[src/rtl/moore_defs.sv]
// Shared definitions for the up/down Moore counter: display state codes,
// sequencer FSM encoding and the highest legal counter state.
package moore_defs;

  localparam logic [3:0] ST_A = 4'd0;
  localparam logic [3:0] ST_B = 4'd1;
  localparam logic [3:0] ST_C = 4'd2;
  localparam logic [3:0] ST_D = 4'd3;
  localparam logic [3:0] ST_E = 4'd4;
  localparam logic [3:0] ST_F = 4'd5;
  localparam logic [3:0] ST_G = 4'd6;
  localparam logic [3:0] ST_H = 4'd7;
  localparam logic [3:0] ST_I = 4'd8;
  localparam logic [3:0] ST_J = 4'd9;

  localparam logic [3:0] MAX_VALID = 4'd9;

  typedef enum logic [2:0] {
    IDLE     = 3'd0,
    DEBOUNCE = 3'd1,
    APPLY    = 3'd2,
    WAIT_REL = 3'd3,
    LOCK     = 3'd4
  } seq_state_t;

endpackage

[src/rtl/sync_2ff.sv]
// Single-bit two-flop synchronizer for asynchronous push-button inputs.
module sync_2ff (
  input  logic clk,
  input  logic rst,
  input  logic d,
  output logic q
);

  logic sync_p0;

  always_ff @(posedge clk or posedge rst) begin
    if (rst) begin
      sync_p0 <= 1'b0;
      q       <= 1'b0;
    end else begin
      sync_p0 <= d;
      q       <= sync_p0;
    end
  end

endmodule

[src/rtl/moore_sequenciador.sv]
// Sequencing controller for the 10-state up/down Moore counter: debounces the
// buttons into single-cycle step strobes and owns ATUAL. Option: MOORE_AUTO_REPEAT_EN.
module moore_sequenciador
  import moore_defs::*;
#(
  parameter int DEBOUNCE_CYCLES = 16,
  parameter int REPEAT_CYCLES   = 1000,
  parameter int CNT_W           = 16
) (
  input  logic       CLK,
  input  logic       RST,
  input  logic       BTN_UP,
  input  logic       BTN_DOWN,
  input  logic       CLR,
  input  logic [3:0] PROX,
  output logic       UP,
  output logic       DOWN,
  output logic [3:0] ATUAL,
  output logic       ERR,
  output logic       WRAP
);

  localparam int CNT_MAX = (DEBOUNCE_CYCLES > REPEAT_CYCLES) ? DEBOUNCE_CYCLES : REPEAT_CYCLES;
  localparam logic [CNT_W-1:0] DEB_LAST = CNT_W'(DEBOUNCE_CYCLES - 1);

  if (DEBOUNCE_CYCLES < 2 || $clog2(CNT_MAX) > CNT_W) begin : g_bad_cfg
    $error("moore_sequenciador: DEBOUNCE_CYCLES < 2 or CNT_W too narrow");
  end

  logic       up_s, dn_s;
  logic [1:0] pat;

  sync_2ff u_sync_up (.clk(CLK), .rst(RST), .d(BTN_UP),   .q(up_s));
  sync_2ff u_sync_dn (.clk(CLK), .rst(RST), .d(BTN_DOWN), .q(dn_s));

  assign pat = {up_s, dn_s};

  seq_state_t       state_q, state_d;
  logic [CNT_W-1:0] cnt_q, cnt_d;
  logic [1:0]       cap_q, cap_d;
  logic [3:0]       atual_q, atual_d;
  logic             wrap_q, wrap_d;

`ifdef MOORE_AUTO_REPEAT_EN
  localparam logic [CNT_W-1:0] REP_LAST = CNT_W'(REPEAT_CYCLES - 1);
  // Remembers whether the last WAIT_REL cycle was counting a hold, so the
  // shared counter restarts when the pattern switches between hold and release.
  logic hold_q, hold_d;
`endif

  always_ff @(posedge CLK or posedge RST) begin
    if (RST) begin
      state_q <= IDLE;
      cnt_q   <= '0;
      cap_q   <= 2'b00;
      atual_q <= ST_A;
      wrap_q  <= 1'b0;
`ifdef MOORE_AUTO_REPEAT_EN
      hold_q  <= 1'b0;
`endif
    end else begin
      state_q <= state_d;
      cnt_q   <= cnt_d;
      cap_q   <= cap_d;
      atual_q <= atual_d;
      wrap_q  <= wrap_d;
`ifdef MOORE_AUTO_REPEAT_EN
      hold_q  <= hold_d;
`endif
    end
  end

  always_comb begin
    state_d = state_q;
    cnt_d   = cnt_q;
    cap_d   = cap_q;
    atual_d = atual_q;
    wrap_d  = 1'b0;
    UP      = 1'b0;
    DOWN    = 1'b0;
`ifdef MOORE_AUTO_REPEAT_EN
    hold_d  = hold_q;
`endif

    unique case (state_q)
      IDLE: begin
        if (pat != 2'b00) begin
          cap_d   = pat;
          cnt_d   = '0;
          state_d = DEBOUNCE;
        end
      end
      DEBOUNCE: begin
        if (pat != cap_q)          state_d = IDLE;
        else if (cnt_q == DEB_LAST) state_d = APPLY;
        else                        cnt_d = cnt_q + 1'b1;
      end
      APPLY: begin
        UP     = cap_q[1];
        DOWN   = cap_q[0];
        cnt_d  = '0;
        wrap_d = (cap_q == 2'b10 && atual_q == ST_I && PROX == ST_A) ||
                 (cap_q == 2'b01 && atual_q == ST_A && PROX == ST_I);
`ifdef MOORE_AUTO_REPEAT_EN
        hold_d = 1'b1;
`endif
        if (cap_q == 2'b11 || PROX > MAX_VALID) begin
          atual_d = ST_J;
          state_d = LOCK;
        end else begin
          atual_d = PROX;
          state_d = WAIT_REL;
        end
      end
      WAIT_REL: begin
`ifdef MOORE_AUTO_REPEAT_EN
        if (pat == 2'b00) begin
          hold_d = 1'b0;
          if (hold_q)                 cnt_d = CNT_W'(1);
          else if (cnt_q == DEB_LAST) state_d = IDLE;
          else                        cnt_d = cnt_q + 1'b1;
        end else if (pat == cap_q && cap_q != 2'b11) begin
          hold_d = 1'b1;
          if (!hold_q) cnt_d = CNT_W'(1);
          else if (cnt_q == REP_LAST) begin
            cnt_d   = '0;
            state_d = APPLY;
          end else cnt_d = cnt_q + 1'b1;
        end else begin
          hold_d = 1'b0;
          cnt_d  = '0;
        end
`else
        if (pat != 2'b00)           cnt_d = '0;
        else if (cnt_q == DEB_LAST) state_d = IDLE;
        else                        cnt_d = cnt_q + 1'b1;
`endif
      end
      LOCK: begin
      end
      default: state_d = IDLE;
    endcase

    // Clearing the capture keeps a still-held button from re-arming a step.
    if (CLR) begin
      atual_d = ST_A;
      cnt_d   = '0;
      cap_d   = 2'b00;
      wrap_d  = 1'b0;
      state_d = WAIT_REL;
`ifdef MOORE_AUTO_REPEAT_EN
      hold_d  = 1'b0;
`endif
    end
  end

  assign ATUAL = atual_q;
  assign ERR   = (atual_q == ST_J);
  assign WRAP  = wrap_q;

endmodule

[config.mk]
export PLATFORM = sky130hd
export DESIGN_NAME = moore_sequenciador
export DESIGN_NICKNAME = d
export VERILOG_FILES = /design/src/rtl/moore_defs.sv /design/src/rtl/sync_2ff.sv /design/src/rtl/moore_sequenciador.sv
export SDC_FILE = /design/constraint.sdc
export NUM_CORES = 1
export LEC_CHECK = 0
export ABC_AREA = 1
export BUFFER_PORTS_ARGS = -buffer_cell sky130_fd_sc_hd__clkbuf_2
export CORE_MARGIN = 5
export CORE_UTILIZATION = 35
export DETAILED_ROUTE_END_ITERATION = 8
export PLACE_DENSITY = 0.5
export SLEW_MARGIN = 5
export SYNTH_ARGS = -nofsm -noshare
export SYNTH_HDL_FRONTEND = slang
export SYNTH_HIERARCHICAL = 1
export SYNTH_SLANG_ARGS = --single-unit
[constraint.sdc]
create_clock -name CLK -period 1.9 [get_ports CLK]
set_input_delay 0.57 -clock CLK [delete_from_list [all_inputs] [get_ports CLK]]
set_output_delay 0.57 -clock CLK [all_outputs]
set_load 0.005 [all_outputs]
==> run_results.csv, run 1 <==
group,metric,value,unit
timing,relSlewSlack,76.2,%
yosys,synth.area.top_cells,"dfrtp_1, nand2_1, inv_1",
yosys,synth_top_area_share,41.7,%
layout,drive_gt1_share,15.3,%
timing,finalSetupTns,0,ns
yosys,syn_nets,271,
route,first_pass_iters,4,
pwr,p_total,2.01,mW
route,drc,0,
yosys,yosysWarnings,6,
timing,timing.fmax,572,MHz
floorplan,coreArea,0.00504,mm^2
floorplan,die_h,81.7,um
grt,grt_start_max_net_pins,27,
yosys,avgSynthCellArea,6.90,um^2
yosys,synth_edf_count,0,
pwr,ir_worst_vdd,0.509,mV
route,dr_total_vias,1635,
critical_path,worstPathRequired,1.33,ns
floorplan,top_level_ports,17,
clock_tree,post-cts-setup-buffers,0,
floorplan,rows,26,
clock_tree,clkTransAtPathRegs,0.06,ns
critical_path,crit_type,"reg -> out",
floorplan,die_w,81.7,um
critical_path,path_max_fanout,5,
route,met3WireLength,125,um
layout,diodes,0,
yosys,synth_most_common_cell,"nand2_1",
clock_tree,ctsHtreeMaxLevel,2,
timing,drv_slew,0,
clock_tree,root_buffer,"clkbuf_8",
yosys,syn_inst,261,
timing,worst_pin_slew,0.357,ns
timing,final.setup_skew,0.00479,ns
pwr,power.leakage,1.01,nW
route,wl_met1,2.07,mm
outcome,status,"completed",
timing,grt_setup_unrepaired,"no",
yosys,synthArstFlopShare,100,%
layout,nFillCells,538,
route,drtIter0Drc,52,
clock_tree,clk_path_buf_depth,2,
place,dpl.hpwl,3.11,mm
grt,grt_use_total,14.6,%
clock_tree,cts_buffers,5,
clock_tree,clkLatencyLatePin,0.28,ns
floorplan,dieArea,0.00668,mm^2
grt,grt_pass1_wl,7.42,mm
critical_path,cp-start-kind,"flip-flop",
route,top_layer_used,"met4",
critical_path,setup.worst_path.end_class,"primary output",
clock_tree,cts_resized,0,
floorplan,start_util,35.7,%
timing,hold_viol_final,0,
yosys,synthesis.area,0.00180,mm^2
grt,grt_overflow_total,0,
layout,utilization,41.2,%
place,port-buffer-count,16,
job,drv_cap,0,
place,place_congestion,0.812,
timing,holdWs,0.127,ns
clock_tree,cts_tree,"yes",
yosys,ys_types,29,
timing,finalSetupViolCount,0,
yosys,ys_ff_latch,30,
route,avgViaCountPerCell,4.57,
route,wl_per_cell,11.3,um
clock_tree,hold_buffers,0,
timing,period_minus_slack,1.75,ns
route,wl,4.06,mm
yosys,ys.flop_type,"dfrtp_1",
route,wl_met2,1.80,mm
timing,min_period_over_period,92.1,%
clock_tree,clock-sinks,30,
grt,antenna_found_initial,0,
yosys,yosysSeqAreaShare,41.7,%
yosys,synth_common_cells,"nand2_1, inv_1, nor2_1, dfrtp_1, nand3_1",
layout,area_growth,15.4,%
grt,grt_pass1_vias,1638,
layout,fin_nets,297,
critical_path,arrival,1.18,ns
yosys,yosys.area.top_type,"dfrtp_1",
worst_hold_path,min_path_type,"in -> async",
pwr,p_per_area,967,mW/mm^2
route,ant_nets,0,
[routing by layer]
metal | track usage (%) | vias to the layer above
met5 | 0 | -
met4 | 5.48 | 0
met3 | 3.62 | 6
met2 | 22.5 | 15
met1 | 19.7 | 749
li1 | - | 865
[kinds of logic (layout without fill, tap and decap cells)]
group                      Yosys count  count (layout)  share of synthesized area (%)
AOI/OAI and AO/OA                   27              27                           8.55
adders and majority gates            1               1                          0.695
buffers and inverters               47              74                           10.8
DFF                                 30              30                           41.7
and+or+nand+nor                    156             156                           38.3
[report_power, final]
part	internal, mW	leakage [nW]	switching [mW]
Combinational	0.212	0.562	0.458
Clock	0.292	0.0482	0.239
Sequential	0.719	0.401	0.0885
[cells in the final DEF, fill, tap and decap left out, drive strengths merged]
| master | instances |
|---|---|
| nand3 | 25 |
| a21boi | 2 |
| o21ai | 16 |
| nand2 | 75 |
| or2 | 1 |
| clkinv | 1 |
| nor2 | 45 |
| nand3b | 1 |
| ha | 1 |
| buf | 5 |
| dfrtp | 30 |
| nor4 | 2 |
| inv | 45 |
| nand4 | 2 |
| o22ai | 3 |
| nor3 | 4 |
| a21oi | 4 |
| o21a | 1 |
| o41ai | 1 |
| clkbuf | 23 |
| nor3b | 1 |
[flip-flops by register name, summed over array words and instances (netlist names)]
register and flops:
WRAP 1, cnt_q 16, u_sync_dn/q 1, ATUAL 4
u_sync_dn/sync_p0 1, u_sync_up/sync_p0 1, cap_q 2, state_q 3
u_sync_up/q 1
[worst max-delay path: stages (launching register included)]
cell	delay, ns
dfrtp_1	0.44
nor2_2	0.12
nand2_1	0.12
nor2_1	0.11
clkbuf_2	0.12
[per-stage QoR]
step           setup slack [ns]  cell area (um^2)  instances
3_5_place_dp              0.148              1980        350
3_3_place_gp              0.152              1980        350
4_1_cts                   0.112              2070        358
2_1_floorplan             0.467              1800        261
5_1_grt                  0.0313              2080        358
6_report                  0.151              2080        358
[worst paths after layout]
check	from	to	slack, ns	cells after the start
min	RST	u_sync_up/sync_p0$_DFF_PP0_	0.13	2
max	state_q[0]$_DFFE_PP0P_	DOWN	0.15	4
max in group asynchronous	RST	cnt_q[12]$_DFFE_PP0P_	1.29	3
min reg2reg	u_sync_up/sync_p0$_DFF_PP0_	u_sync_up/q$_DFF_PP0_	0.35	0
max reg2reg	state_q[2]$_DFFE_PP0P_	cnt_q[3]$_DFFE_PP0P_	0.24	10
min in group CLK	u_sync_up/sync_p0$_DFF_PP0_	u_sync_up/q$_DFF_PP0_	0.35	0
[cell type report]
type	instances	area [um^2]	area share [%]
sequential	30	751	36.1
clock inverter	1	5.00	0.241
tap	70	87.6	4.22
timing repair buffer	21	118	5.66
multi-input combinational	184	858	41.3
inverter	45	171	8.25
clock buffer	7	86.3	4.16
No activity file was read; power rests on OpenSTA's default activity.
==> inputs of run 2 (changes only) <==
--- a/config.mk
+++ b/config.mk
@@ -8,9 +8,9 @@
 export ABC_AREA = 1
 export BUFFER_PORTS_ARGS = -buffer_cell sky130_fd_sc_hd__clkbuf_2
 export CORE_MARGIN = 5
-export CORE_UTILIZATION = 35
+export CORE_UTILIZATION = 50
 export DETAILED_ROUTE_END_ITERATION = 8
-export PLACE_DENSITY = 0.5
+export PLACE_DENSITY = 0.67
 export SLEW_MARGIN = 5
 export SYNTH_ARGS = -nofsm -noshare
 export SYNTH_HDL_FRONTEND = slang
==> run_results.csv, run 2 (same netlist as run 1, synthesis figures left out) <==
group,metric,value,unit
place,place_congestion,0.913,
layout,diodes,0,
route,drc,0,
floorplan,start_util,52.7,%
pwr,p_total,1.89,mW
clock_tree,clkLatencyLatePin,0.34,ns
route,avgViaCountPerCell,4.90,
floorplan,dieArea,0.00490,mm^2
job,drv_cap,0,
pwr,p_per_area,932,mW/mm^2
layout,area_growth,12.6,%
clock_tree,cts_resized,0,
critical_path,r2r-start,"state_q[2]$_DFFE_PP0P_",
clock_tree,clock-sinks,30,
route,drtIter0Drc,106,
worst_hold_path,min_path_type,"in -> async",
timing,final.setup_skew,0.0104,ns
clock_tree,root_buffer,"clkbuf_4",
timing,period_minus_slack,1.80,ns
clock_tree,hold_buffers,0,
grt,grt_use_total,17.2,%
floorplan,top_level_ports,17,
layout,final_common_cell,"nand2_1",
clock_tree,cts_tree,"yes",
timing,hold_viol_final,0,
pwr,power.leakage,1.00,nW
grt,grt_pass1_vias,1504,
place,port-buffer-count,16,
critical_path,crit_start,"state_q[0]$_DFFE_PP0P_",
critical_path,arrival,1.23,ns
critical_path,endpoint,"DOWN",
clock_tree,clk_path_buf_depth,2,
floorplan,rows,21,
timing,relSlewSlack,70.5,%
timing,timing.fmax,557,MHz
floorplan,coreArea,0.00342,mm^2
clock_tree,ctsHtreeMaxLevel,2,
timing,min_period_over_period,94.5,%
route,wl_per_cell,11.5,um
grt,grt_start_max_net_pins,17,
timing,setup_ws,0.105,ns
timing,holdWs,0.0753,ns
place,dp.cells,327,
grt,grt_pass1_wl,6.75,mm
place,dpl.hpwl,2.98,mm
route,dr_total_vias,1641,
timing,worst_pin_slew,0.438,ns
layout,regMostFlops,"cnt_q",
critical_path,ff2ff_path_depth,10,
critical_path,path_max_fanout,5,
route,ant_nets,0,
layout,mostFrequentLayoutCells,"nand2_1, inv_1, nor2_1, dfrtp_1, nand3_1",
critical_path,setup.worst_path.end_class,"primary output",
grt,grt_overflow_total,0,
clock_tree,clkTransAtPathRegs,0.09,ns
layout,largest_reg_flops,16,
grt,antenna_found_initial,0,
route,first_pass_iters,4,
critical_path,cp-start-kind,"flip-flop",
timing,finalSetupViolCount,0,
clock_tree,post-cts-setup-buffers,0,
floorplan,die_h,70.0,um
critical_path,worstPathRequired,1.33,ns
critical_path,r2r_slack,0.25,ns
route,wl,3.85,mm
layout,fin_cells,335,
outcome,status,"completed",
floorplan,die_w,70.0,um
critical_path,rr_endpoint,"cnt_q[8]$_DFFE_PP0P_",
place,place_ws,0.205,ns
clock_tree,cts_buffers,5,
pwr,ir_worst_vdd,0.697,mV
critical_path,crit_type,"reg -> out",
layout,fin_nets,298,
layout,drive_gt1_share,16.3,%
layout,utilization,59.3,%
timing,drv_slew,0,
[run 2: changes by cell type in the layout (fill, tap and decap cells not counted), sizes merged]
cell / delta
buf: +1
[run 2: per-stage QoR]
| stage | cell area (um^2) | setup TNS [ns] |
|---|---|---|
| 2_1_floorplan | 1800 | 0 |
| 3_3_place_gp | 1960 | 0 |
| 3_5_place_dp | 1960 | 0 |
| 4_1_cts | 2020 | 0 |
| 5_1_grt | 2030 | -0.00975 |
| 6_report | 2030 | 0 |
[run 2: worst min-delay path by stage]
stage	endpoint	cells past startpoint	slack, ns	from
5_1_grt	u_sync_up/q$_DFF_PP0_	2	0.07	RST
3_5_place_dp	u_sync_up/q$_DFF_PP0_	0	0.34	u_sync_up/sync_p0$_DFF_PP0_
4_1_cts	u_sync_dn/sync_p0$_DFF_PP0_	2	0.07	RST
2_1_floorplan	u_sync_dn/q$_DFF_PP0_	1	0.31	RST
3_3_place_gp	u_sync_up/q$_DFF_PP0_	0	0.33	u_sync_up/sync_p0$_DFF_PP0_
6_report	u_sync_up/sync_p0$_DFF_PP0_	2	0.08	RST
[run 2: metal layers]
layer	part of all wire, %	GRT usage (%)	vias to the layer above
met5	0	0	-
met4	1.3	5.74	0
met3	4.3	4.59	5
met2	44	25.1	22
met1	50	24.5	740
li1	-	-	874
[run 2: power breakdown]
part	leakage, nW	switching (mW)	total (mW)	internal [mW]
clock	0.0353	0.221	0.400	0.179
sequential	0.400	0.0889	0.809	0.720
combinational	0.567	0.462	0.680	0.218
total	1.00	0.772	1.89	1.12
[run 2: final cells by class]
| cell class | count | area (um^2) |
|---|---|---|
| tap | 46 | 57.6 |
| clock buffer | 7 | 55.1 |
| multi-input combinational | 184 | 861 |
| inverter | 45 | 171 |
| fill | 326 | 1390 |
| clock inverter | 1 | 5.00 |
| sequential | 30 | 752 |
| timing repair buffer | 22 | 125 |
[run 2: critical path, cell delays in order, from the launching register on]
cell	delay [ns]
dfrtp_2	0.45
nor2_2	0.13
nand2_2	0.09
nor2_1	0.10
clkbuf_2	0.12
==> inputs of run 3 (changes only) <==
--- a/config.mk
+++ b/config.mk
@@ -5,12 +5,12 @@
 export SDC_FILE = /design/constraint.sdc
 export NUM_CORES = 1
 export LEC_CHECK = 0
-export ABC_AREA = 1
-export BUFFER_PORTS_ARGS = -buffer_cell sky130_fd_sc_hd__clkbuf_2
+export ABC_AREA = 0
 export CORE_MARGIN = 5
 export CORE_UTILIZATION = 50
 export DETAILED_ROUTE_END_ITERATION = 8
-export PLACE_DENSITY = 0.67
+export DONT_BUFFER_PORTS = 1
+export PLACE_DENSITY = 0.63
 export SLEW_MARGIN = 5
 export SYNTH_ARGS = -nofsm -noshare
 export SYNTH_HDL_FRONTEND = slang
==> run_results.csv, run 3 <==
group,metric,value,unit
layout,fin_nets,220,
grt,antenna_found_initial,0,
grt,grt_pass1_vias,1448,
layout,fin_cells,257,
floorplan,rows,21,
route,drc,0,
pwr,netSwitchingPower,0.681,mW
pwr,p_total,1.88,mW
critical_path,arrival,1.27,ns
route,drtIter0Drc,82,
route,first_pass_iters,4,
yosys,synthesis.area,0.00178,mm^2
grt,grt_use_total,16.7,%
floorplan,die_h,69.6,um
job,drv_cap,0,
place,port-buffer-count,0,
clock_tree,clkTransAtPathRegs,0.10,ns
grt,grt_overflow_total,0,
yosys,ys_ff_latch,30,
timing,min_period_over_period,96.9,%
yosys,syn_inst,188,
critical_path,setup.worst_path.end_class,"primary output",
clock_tree,cts_tree,"yes",
critical_path,r2r-start,"state_q[1]$_DFFE_PP0P_",
route,dr_total_vias,1534,
pwr,clock_power_share,21.2,%
critical_path,r2r_slack,0.09,ns
yosys,yosysSeqAreaShare,42.3,%
yosys,synth.area.top_cells,"dfrtp_1, o31ai_4, a21oi_1",
critical_path,cp-start-kind,"flip-flop",
critical_path,crit_type,"reg -> out",
yosys,synth_fa_ha_area_share,0.705,%
timing,period_minus_slack,1.84,ns
yosys,synth_common_cells,"dfrtp_1, nand2_1, a21oi_1, o21ai_0, nor2_1",
yosys,ys.flop_type,"dfrtp_1",
clock_tree,clock-sinks,30,
place,place_congestion,0.855,
yosys,synth_top_area_share,42.3,%
critical_path,path_max_fanout,6,
outcome,status,"completed",
pwr,power.leakage,0.874,nW
yosys,muxShareOfSynthArea,0,%
yosys,synthArstFlopShare,100,%
layout,mostFrequentLayoutCells,"dfrtp_1, buf_4, nand2_1, a21oi_1, o21ai_0",
yosys,synth-xor-area-share,0.987,%
floorplan,start_util,52.4,%
clock_tree,ctsHtreeMaxLevel,2,
clock_tree,clk_path_buf_depth,2,
yosys,syn_nets,198,
place,dpl.hpwl,2.77,mm
clock_tree,root_buffer,"clkbuf_4",
timing,grt_setup_unrepaired,"yes",
timing,drv_slew,0,
pwr,p_per_area,911,mW/mm^2
layout,largest_reg_flops,16,
route,wl_per_cell,15.2,um
place,dp.cells,241,
critical_path,worstPathRequired,1.33,ns
worst_hold_path,min_path_type,"in -> async",
pwr,comb_power_share,37.9,%
yosys,ys_types,44,
floorplan,dieArea,0.00484,mm^2
yosys,synth_top_family_by_area,"compound AO/OA/AOI/OAI gates",
floorplan,coreArea,0.00339,mm^2
route,ant_nets,0,
yosys,yosys.area.top_type,"dfrtp_1",
layout,nFillCells,294,
pwr,ir_worst_vdd,0.391,mV
timing,relSlewSlack,76.8,%
yosys,synth_compound_area_share,27.3,%
floorplan,die_w,69.6,um
clock_tree,clkLatencyLatePin,0.33,ns
route,wl,3.90,mm
yosys,avgSynthCellArea,9.44,um^2
pwr,p_sw_share,36.2,%
grt,grt_pass1_wl,6.56,mm
route,avgViaCountPerCell,5.97,
pwr,p_int,1.20,mW
critical_path,rr_endpoint,"cnt_q[8]$_DFFE_PP0P_",
timing,finalSetupViolCount,0,
timing,worst_pin_slew,0.345,ns
layout,regMostFlops,"cnt_q",
clock_tree,cts_buffers,5,
yosys,synth_most_common_cell,"dfrtp_1",
layout,final_common_cell,"dfrtp_1",
layout,drive_gt1_share,24.2,%
layout,diodes,0,
floorplan,top_level_ports,17,
timing,timing.fmax,543,MHz
critical_path,ff2ff_path_depth,7,
yosys,synth_edf_count,0,
grt,grt_start_max_net_pins,27,
yosys,synthSimpleGateAreaFrac,23.5,%
layout,utilization,60.9,%
timing,hold_viol_final,0,
pwr,seqPwrFrac,40.9,%
timing,final.setup_skew,0.00738,ns
yosys,yosysWarnings,6,
layout,area_growth,16.3,%
run 3: layout make-up:
class                   instances  area, um^2  area share, %
repair buffers                 25         206           10.0
well taps                      46        57.6           2.79
inverters                       8        30.0           1.45
clock buffers                   7        55.1           2.67
clock inverters                 1        5.00          0.242
flip-flops and latches         30         752           36.4
multi-input cells             140         958           46.4
run 3: through the flow:
stage | cell area, um^2 | hold WS, ns | TNS, ns | worst slack, ns
after global placement | 1900 | 0.315 | 0 | 0.122
after detailed placement | 1900 | 0.318 | 0 | 0.113
after floorplan | 1780 | 0.311 | 0 | 0.0357
after CTS | 1970 | 0.177 | 0 | 0.0163
after global routing | 2060 | 0.206 | -0.0121 | -0.0121
final | 2060 | 0.170 | 0 | 0.0583
run 3: worst max-delay path by stage:
stage	from	endpoint	slack [ns]	depth (start not counted)
6_report	state_q[0]$_DFFE_PP0P_	DOWN	0.06	3
5_1_grt	state_q[0]$_DFFE_PP0P_	DOWN	-0.01	3
4_1_cts	state_q[1]$_DFFE_PP0P_	DOWN	0.02	3
3_5_place_dp	u_sync_dn/q$_DFF_PP0_	cnt_q[12]$_DFFE_PP0P_	0.11	5
3_3_place_gp	u_sync_dn/q$_DFF_PP0_	cnt_q[12]$_DFFE_PP0P_	0.12	5
2_1_floorplan	state_q[2]$_DFFE_PP0P_	cnt_q[8]$_DFFE_PP0P_	0.04	7
run 3: critical path: stages, from the launching register on:
cell     delay (ns)
dfrtp_1        0.43
buf_6          0.15
nor3_4         0.19
and2_1         0.17
run 3: power groups by stage:
| stage | registers [mW] | clock network, mW | logic (mW) |
|---|---|---|---|
| final | 0.770 | 0.399 | 0.712 |
| after global routing | 0.780 | 0.436 | 0.783 |
| after CTS | 0.771 | 0.413 | 0.605 |
| after detailed placement | 0.781 | 0 | 0.596 |
| after global placement | 0.776 | 0 | 0.585 |
| after floorplan | 0.787 | 0 | 0.445 |
run 3: routing by layer:
layer  track usage (%)  routed length (um)  vias to the layer above
li1                  -                   -                      748
met1              19.6                1740                      748
met2              28.2                1910                       31
met3              4.20                 199                        7
met4              8.03                  50                        0
met5                 0                   0                        -
run 3: cell families after synthesis:
family / Yosys count
AO/OA/AOI/OAI: 60
XOR/XNOR: 2
adder cells (fa/ha/maj): 1
buffers and inverters: 18
flip-flops: 30
AND/OR/NAND/NOR: 77
run 3: timing repair:
item / in CTS / in global routing
gates resized for setup: 2 / 6
hold buffers: 1 / 0
buffers inserted: 0 / 7
pin swaps: 0 / 2
gates cloned: 0 / 0
endpoints found under the setup margin: 2 / 9
hold endpoints to repair: 4 / 0
